### src/rtl/gpio_pkg.sv
// Shared constants for the memory-mapped GPIO port: bus address width and register indices.
package gpio_pkg;

  localparam int AddrWidth = 3;

  localparam logic [AddrWidth-1:0] GPIO_IN      = 3'd0;
  localparam logic [AddrWidth-1:0] GPIO_OUT     = 3'd1;
  localparam logic [AddrWidth-1:0] GPIO_OUT_SET = 3'd2;
  localparam logic [AddrWidth-1:0] GPIO_OUT_CLR = 3'd3;
  localparam logic [AddrWidth-1:0] GPIO_RISE_EN = 3'd4;
  localparam logic [AddrWidth-1:0] GPIO_FALL_EN = 3'd5;
  localparam logic [AddrWidth-1:0] GPIO_STATUS  = 3'd6;

endpackage

### src/rtl/gpio_port_mm_if.sv
// Memory bus between the multicycle datapath (master) and the GPIO port (slave).
interface gpio_port_mm_if #(
  parameter int DataWidth = 32
) ();

  logic                           bus_valid;
  logic                           bus_we;
  logic [gpio_pkg::AddrWidth-1:0] bus_addr;
  logic [DataWidth-1:0]           bus_wdata;
  logic [DataWidth-1:0]           bus_rdata;
  logic                           bus_ready;

  modport master (
    output bus_valid, bus_we, bus_addr, bus_wdata,
    input  bus_rdata, bus_ready
  );

  modport slave (
    input  bus_valid, bus_we, bus_addr, bus_wdata,
    output bus_rdata, bus_ready
  );

endinterface

### src/rtl/gpio_debounce.sv
// One input pin: multi-flop synchroniser followed by a stability counter that
// only accepts a new level after DebounceCycles consecutive mismatching cycles.
module gpio_debounce #(
  parameter int SyncStages     = 2,
  parameter int DebounceCycles = 4
) (
  input  logic clk,
  input  logic reset,
  input  logic pin,
  output logic level
);

  localparam int CntW = (DebounceCycles > 1) ? $clog2(DebounceCycles) : 1;

  logic [SyncStages-1:0] sync_q;
  logic [CntW-1:0]       cnt_q;
  logic                  sync_out;

  assign sync_out = sync_q[SyncStages-1];

  always_ff @(posedge clk or posedge reset) begin
    if (reset) begin
      sync_q <= '0;
      cnt_q  <= '0;
      level  <= 1'b0;
    end else begin
      sync_q <= {sync_q[SyncStages-2:0], pin};
      if (sync_out == level) begin
        cnt_q <= '0;
      end else if (cnt_q == CntW'(DebounceCycles - 1)) begin
        // mismatch has now lasted DebounceCycles cycles
        level <= sync_out;
        cnt_q <= '0;
      end else begin
        cnt_q <= cnt_q + CntW'(1);
      end
    end
  end

endmodule

### src/rtl/gpio_port_mm.sv
// Memory-mapped GPIO port: debounced inputs with edge capture and a level irq,
// output register with atomic set/clear, one-cycle-latency bus slave.
module gpio_port_mm
  import gpio_pkg::*;
#(
  parameter int DataWidth      = 32,
  parameter int NumPins        = 8,
  parameter int SyncStages     = 2,
  parameter int DebounceCycles = 4
) (
  input  logic               clk,
  input  logic               reset,
  input  logic [NumPins-1:0] GPIO_i,
  output logic [NumPins-1:0] GPIO_o,
  output logic               irq,
  gpio_port_mm_if.slave      bus
);

  logic [NumPins-1:0]   deb;
  logic [NumPins-1:0]   prev_q;
  logic [NumPins-1:0]   out_q;
  logic [NumPins-1:0]   rise_en_q;
  logic [NumPins-1:0]   fall_en_q;
  logic [NumPins-1:0]   status_q;
  logic [NumPins-1:0]   status_d;
  logic [NumPins-1:0]   edge_set;
  logic [NumPins-1:0]   w1c;
  logic [NumPins-1:0]   wpins;
  logic [NumPins-1:0]   rd_pins;
  logic [DataWidth-1:0] rdata_q;
  logic                 ready_q;
  logic                 wr;
  logic                 unused_wdata;

  for (genvar i = 0; i < NumPins; i++) begin : g_pin
    gpio_debounce #(
      .SyncStages    (SyncStages),
      .DebounceCycles(DebounceCycles)
    ) u_db (
      .clk  (clk),
      .reset(reset),
      .pin  (GPIO_i[i]),
      .level(deb[i])
    );
  end

  assign wr           = bus.bus_valid & bus.bus_we;
  assign wpins        = bus.bus_wdata[NumPins-1:0];
  assign unused_wdata = ^bus.bus_wdata;

  // edge set is ORed in after the clear so a same-cycle capture survives W1C
  assign edge_set = (deb & ~prev_q & rise_en_q) | (~deb & prev_q & fall_en_q);
  assign w1c      = (wr && bus.bus_addr == GPIO_STATUS) ? wpins : '0;
  assign status_d = (status_q & ~w1c) | edge_set;

  always_comb begin
    rd_pins = '0;
    case (bus.bus_addr)
      GPIO_IN:      rd_pins = deb;
      GPIO_OUT:     rd_pins = out_q;
      GPIO_RISE_EN: rd_pins = rise_en_q;
      GPIO_FALL_EN: rd_pins = fall_en_q;
      GPIO_STATUS:  rd_pins = status_q;
      default:      rd_pins = '0;
    endcase
  end

  always_ff @(posedge clk or posedge reset) begin
    if (reset) begin
      out_q     <= '0;
      rise_en_q <= '0;
      fall_en_q <= '0;
      status_q  <= '0;
      prev_q    <= '0;
      rdata_q   <= '0;
      ready_q   <= 1'b0;
    end else begin
      prev_q   <= deb;
      status_q <= status_d;
      ready_q  <= bus.bus_valid;
      if (bus.bus_valid) rdata_q <= DataWidth'(rd_pins);
      if (wr) begin
        case (bus.bus_addr)
          GPIO_OUT:     out_q     <= wpins;
          GPIO_OUT_SET: out_q     <= out_q | wpins;
          GPIO_OUT_CLR: out_q     <= out_q & ~wpins;
          GPIO_RISE_EN: rise_en_q <= wpins;
          GPIO_FALL_EN: fall_en_q <= wpins;
          default:      ;
        endcase
      end
    end
  end

  assign GPIO_o        = out_q;
  assign irq           = |status_q;
  assign bus.bus_rdata = rdata_q;
  assign bus.bus_ready = ready_q;

endmodule

### src/flat_wrapper.sv
// flat-port wrapper written by rule: the top's interface ports become plain ports
module gpio_port_mm_flat import gpio_pkg::*;
#(
  parameter int DataWidth      = 32,
  parameter int NumPins        = 8,
  parameter int SyncStages     = 2,
  parameter int DebounceCycles = 4
)
  (clk, reset, GPIO_i, GPIO_o, irq, bus_bus_valid, bus_bus_we, bus_bus_addr, bus_bus_wdata, bus_bus_rdata, bus_bus_ready);
  gpio_port_mm_if #(.DataWidth(DataWidth)) bus_i ();
  input  logic clk;
  input  logic reset;
  input  logic [NumPins-1:0] GPIO_i;
  output logic [NumPins-1:0] GPIO_o;
  output logic irq;
  input wire logic [$bits(bus_i.bus_valid)-1:0] bus_bus_valid;
  input wire logic [$bits(bus_i.bus_we)-1:0] bus_bus_we;
  input wire logic [$bits(bus_i.bus_addr)-1:0] bus_bus_addr;
  input wire logic [$bits(bus_i.bus_wdata)-1:0] bus_bus_wdata;
  output wire logic [$bits(bus_i.bus_rdata)-1:0] bus_bus_rdata;
  output wire logic [$bits(bus_i.bus_ready)-1:0] bus_bus_ready;
  assign bus_i.bus_valid = bus_bus_valid;
  assign bus_i.bus_we = bus_bus_we;
  assign bus_i.bus_addr = bus_bus_addr;
  assign bus_i.bus_wdata = bus_bus_wdata;
  assign bus_bus_rdata = bus_i.bus_rdata;
  assign bus_bus_ready = bus_i.bus_ready;
  gpio_port_mm #(.DataWidth(DataWidth), .NumPins(NumPins), .SyncStages(SyncStages), .DebounceCycles(DebounceCycles)) u_core (.clk(clk), .reset(reset), .GPIO_i(GPIO_i), .GPIO_o(GPIO_o), .irq(irq), .bus(bus_i));
endmodule
### config.mk
export PLATFORM = sky130hd
export DESIGN_NAME = gpio_port_mm_flat
export DESIGN_NICKNAME = d
export VERILOG_FILES = /design/src/rtl/gpio_pkg.sv /design/src/rtl/gpio_port_mm_if.sv /design/src/rtl/gpio_debounce.sv /design/src/rtl/gpio_port_mm.sv /design/src/flat_wrapper.sv
export SDC_FILE = /design/constraint.sdc
export NUM_CORES = 1
export LEC_CHECK = 0
export BUFFER_PORTS_ARGS = -buffer_cell sky130_fd_sc_hd__clkbuf_2
export CAP_MARGIN = 20
export CORE_UTILIZATION = 30
export DETAILED_ROUTE_END_ITERATION = 6
export MAX_ROUTING_LAYER = met4
export PLACE_DENSITY = 0.58
export SYNTH_ARGS = -nofsm -noshare
export SYNTH_HDL_FRONTEND = slang
export SYNTH_HIERARCHICAL = 1
export SYNTH_SLANG_ARGS = --single-unit
### constraint.sdc
create_clock -name clk -period 1.7 [get_ports clk]
set_clock_uncertainty 0.2 [all_clocks]
set_input_delay 0.085 -clock clk [delete_from_list [all_inputs] [get_ports clk]]
set_output_delay 0.085 -clock clk [all_outputs]
set_load 0.02 [all_outputs]
==> metrics.md <==
| Metric | Value |
|---|---|
| CTS max path bufs | 2 |
| Post-Syn Instances | 317 |
| Pwr Total | 6.82 mW |
| WHS Endpoint | u_core/bus.bus_rdata[0]$_DFFE_PP0P_ |
| Antenna violations before repair | 0 |
| Final Slew Violations | 0 |
| Average wire per cell in the routed design | 15.4 um |
| Sink Count | 89 |
| PD cells | 1370 nW/um2 |
| Starting density of the core | 0.308 |
| Share of layout cells above drive strength 1 | 0.338 |
| CP required | 1.41 ns |
| Largest net degree at the start of global routing | 36 |
| Met2 Wirelength | 4180 um |
| CTS H-tree depth | 3 |
| Gp weighted congestion | 0.752 |
| Max incr delay on CP | 0.42 ns |
| Clk root buf | clkbuf_16 |
| Peak Freq | 610 MHz |
| CTS buffer count | 9 |
| DRT Wirelength | 8860 um |
| Post-CTS Setup Inserts | 0 |
| Dpl hpwl | 6380 um |
| R2R Path End | u_core/bus.bus_rdata[1]$_DFFE_PP0P_ |
| Die ar. | 14100 um2 |
| YS warnings | 6 |
| Post-route ant nets | 0 |
| RSZ-0062 raised after global routing | no |
| Status | finished clean |
| Gr ovfl total | 0 |
| Sequential cell area fraction in the yosys report | 0.546 |
| Setup total negative slack | 0 ns |
| Slowest library cell on the worst path | dfrtp_1 |
| Hold_sp | bus_bus_addr[2] |
| #FFs+latches synth | 89 |
| R2R Setup Slk | 0.40 ns |
| Horiz. Die Dim | 119 um |
| Post-synth EDFFs | 0 |
| Via count | 2632 |
| Worst-Margin Slew | 0.558 ns |
| CTS clk-pin slew, worst paths | 0.06 ns |
| DRC viols | 0 |
| Launching point of the worst reg2reg path | u_core/g_pin[1].u_db/level$_DFFE_PP0P_ |
| Layout area overhead | 21.8% |
| Startpoint types | register |
| Arr. time, crit path | 1.36 ns |
| TritonCTS clock tree | built |
| Final hold violation count | 0 |
| DR iter-0 viols | 107 |
| Hold crit path type | in -> reg |
| Tmin final | 1.64 ns |
| Global Route Usage Sum | 0.140 |
| Final nets | 449 |
| Iteration count of the initial detailed-routing pass | 4 |
| Antenna diodes | 0 |
| Ports | 89 |
| Fraction of registers with async set or reset after synthesis | 1.00 |
| Distinct cells, synth | 42 |
| Worst setup EP type | output pin |
| Fin crit share | 0.965 |
| Final setup viols | 0 |
| Top Metal Used | met4 |
| Port Buffers | 40 |
| VDD IR-drop max | 0.690 mV |
| Crit path cell chain | nor4_2 -> nand2_1 -> clkbuf_2 |
| M1 WL | 4220 um |
| Total core area | 13200 um2 |
| Rows | 42 |
| Largest fanout on the critical path | 3 |
| Vias per cell | 4.58 |
| Worst R2R Path Depth | 3 |
| Die height | 119 um |
| Hold Path Cell Cnt | 2 |
| Global-route wire length before repair | 14700 um |
| Max-cap viol count | 0 |
| Leak | 2.31 nW |
| Vias in the first global route | 2816 |
| Predominant post-synthesis flop cell | dfrtp_1 |
| Clk_lat worst skew | 0.34 ns |
| Synthesized area | 4080 um2 |
| Setup CP Type | reg -> out |
| Syn Area/Cell | 12.9 um2 |
| Slew Limit Headroom | 0.628 |
| Met3 WL post-DR | 351 um |
-- through the flow --
step / instances / hold slack, ns / setup WS (ns) / area [um2] / utilization
2_1_floorplan: 340 / -0.336 / 0.242 / 4170 / -
6_report: 575 / 0.0388 / 0.0598 / 4970 / 0.375
3_5_place_dp: 541 / -0.00461 / 0.128 / 4490 / 0.339
4_1_cts: 575 / 0.0303 / 0.0303 / 4970 / 0.375
5_1_grt: 575 / 0.0576 / 0.00122 / 4970 / 0.375
3_3_place_gp: 541 / -0.00573 / 0.146 / 4490 / 0.339
-- area by class of cell --
cell class                 instances  area [um2]
sequential                        89        2230
clock buffer                       9         225
fill                            1286        8270
inverter                          20        75.1
timing repair buffer              77         536
tap                              176         220
multi-input combinational        197        1620
clock inverter                     7        71.3
-- kinds of logic after synthesis --
logic type,after synthesis,synth area share
fa+ha+maj,8,0.0245
flops,89,0.546
xor+xnor,8,0.0172
compound gates,51,0.0911
mux,47,0.133
simple gates,59,0.106
other cells,1,0.000919
buf+inv,54,0.0806
-- routing by layer --
metal,global-route usage,vias to the layer above
met3,0.0367,12
li1,-,1222
met2,0.212,70
met1,0.179,1328
met4,0.0506,0
met5,-,-
-- Yosys cell counts, types with 2 or more instances --
library cell | number | area, um2
buf_6 | 2 | 22.5
o21ai_0 | 5 | 25.0
buf_2 | 2 | 10.0
ha_1 | 8 | 100
a2bb2oi_1 | 5 | 43.8
o31ai_1 | 8 | 60.1
a211o_1 | 2 | 17.5
a21boi_0 | 9 | 67.6
xnor2_1 | 8 | 70.1
o211ai_1 | 8 | 60.1
nand3b_1 | 8 | 60.1
nand3_2 | 7 | 70.1
nor2b_1 | 10 | 62.6
nor4_1 | 2 | 12.5
a21oi_1 | 4 | 20.0
mux2_4 | 7 | 105
nor2_1 | 2 | 7.51
mux2i_1 | 9 | 90.1
dfrtp_1 | 89 | 2230
buf_4 | 29 | 218
nor3_2 | 8 | 80.1
nand2b_1 | 2 | 12.5
a22oi_1 | 5 | 37.5
mux2_2 | 31 | 349
inv_1 | 20 | 75.1
nand2_1 | 11 | 41.3
-- where the power goes --
part           leakage (nW)  total, mW  internal (mW)  switching, mW
Clock                 0.149       1.97           1.14          0.830
Sequential             1.06       3.25           2.73          0.522
Combinational          1.10       1.60          0.851          0.748
Total                  2.31       6.82           4.72           2.10
-- placed cells by master, fill, tap and decap left out, drive strengths merged, types with 11 or more instances in the layout --
master / count
dfrtp: 89
clkbuf: 49
inv: 20
buf: 19
dlygate4sd3: 18
nand2: 11
conb: 24
nor2b: 11
mux2: 38
-- state kept, by name, indices dropped and copies added (netlist names) --
signal,count
u_core/rise_en_q,8
u_core/status_q,8
u_core/g_pin.u_db/level,8
u_core/bus.bus_rdata,8
u_core/bus.bus_ready,1
u_core/GPIO_o,8
u_core/prev_q,8
u_core/fall_en_q,8
u_core/g_pin.u_db/cnt_q,16
u_core/g_pin.u_db/sync_q,16
-- worst max path at each step --
stage                                  from                      endpoint  slack (ns)  depth (start not counted)
2_1_floorplan                         reset  u_core/GPIO_o[0]$_DFFE_PP0P_        0.24                          1
3_3_place_gp                bus_bus_addr[0]  u_core/GPIO_o[7]$_DFFE_PP0P_        0.15                          4
3_5_place_dp                bus_bus_addr[0]  u_core/GPIO_o[7]$_DFFE_PP0P_        0.13                          4
4_1_cts        u_core/status_q[5]$_DFF_PP0_                           irq        0.03                          3
5_1_grt        u_core/status_q[5]$_DFF_PP0_                           irq       0.001                          3
6_report       u_core/status_q[5]$_DFF_PP0_                           irq        0.06                          3
-- worst max-delay path, delay by kind of cell, from the launching register on --
kind	cells	cell delay, ns
buffers and inverters	1	0.17
flip-flops	1	0.42
AND/OR/NAND/NOR	2	0.42
-- what timing repair did --
item,4_1_cts,5_1_grt
hold buffers,18,0
hold endpoints to repair,95,0
resized for setup,1,0
endpoints found under the setup margin,1,0
No activity file was read; power rests on OpenSTA's default activity.
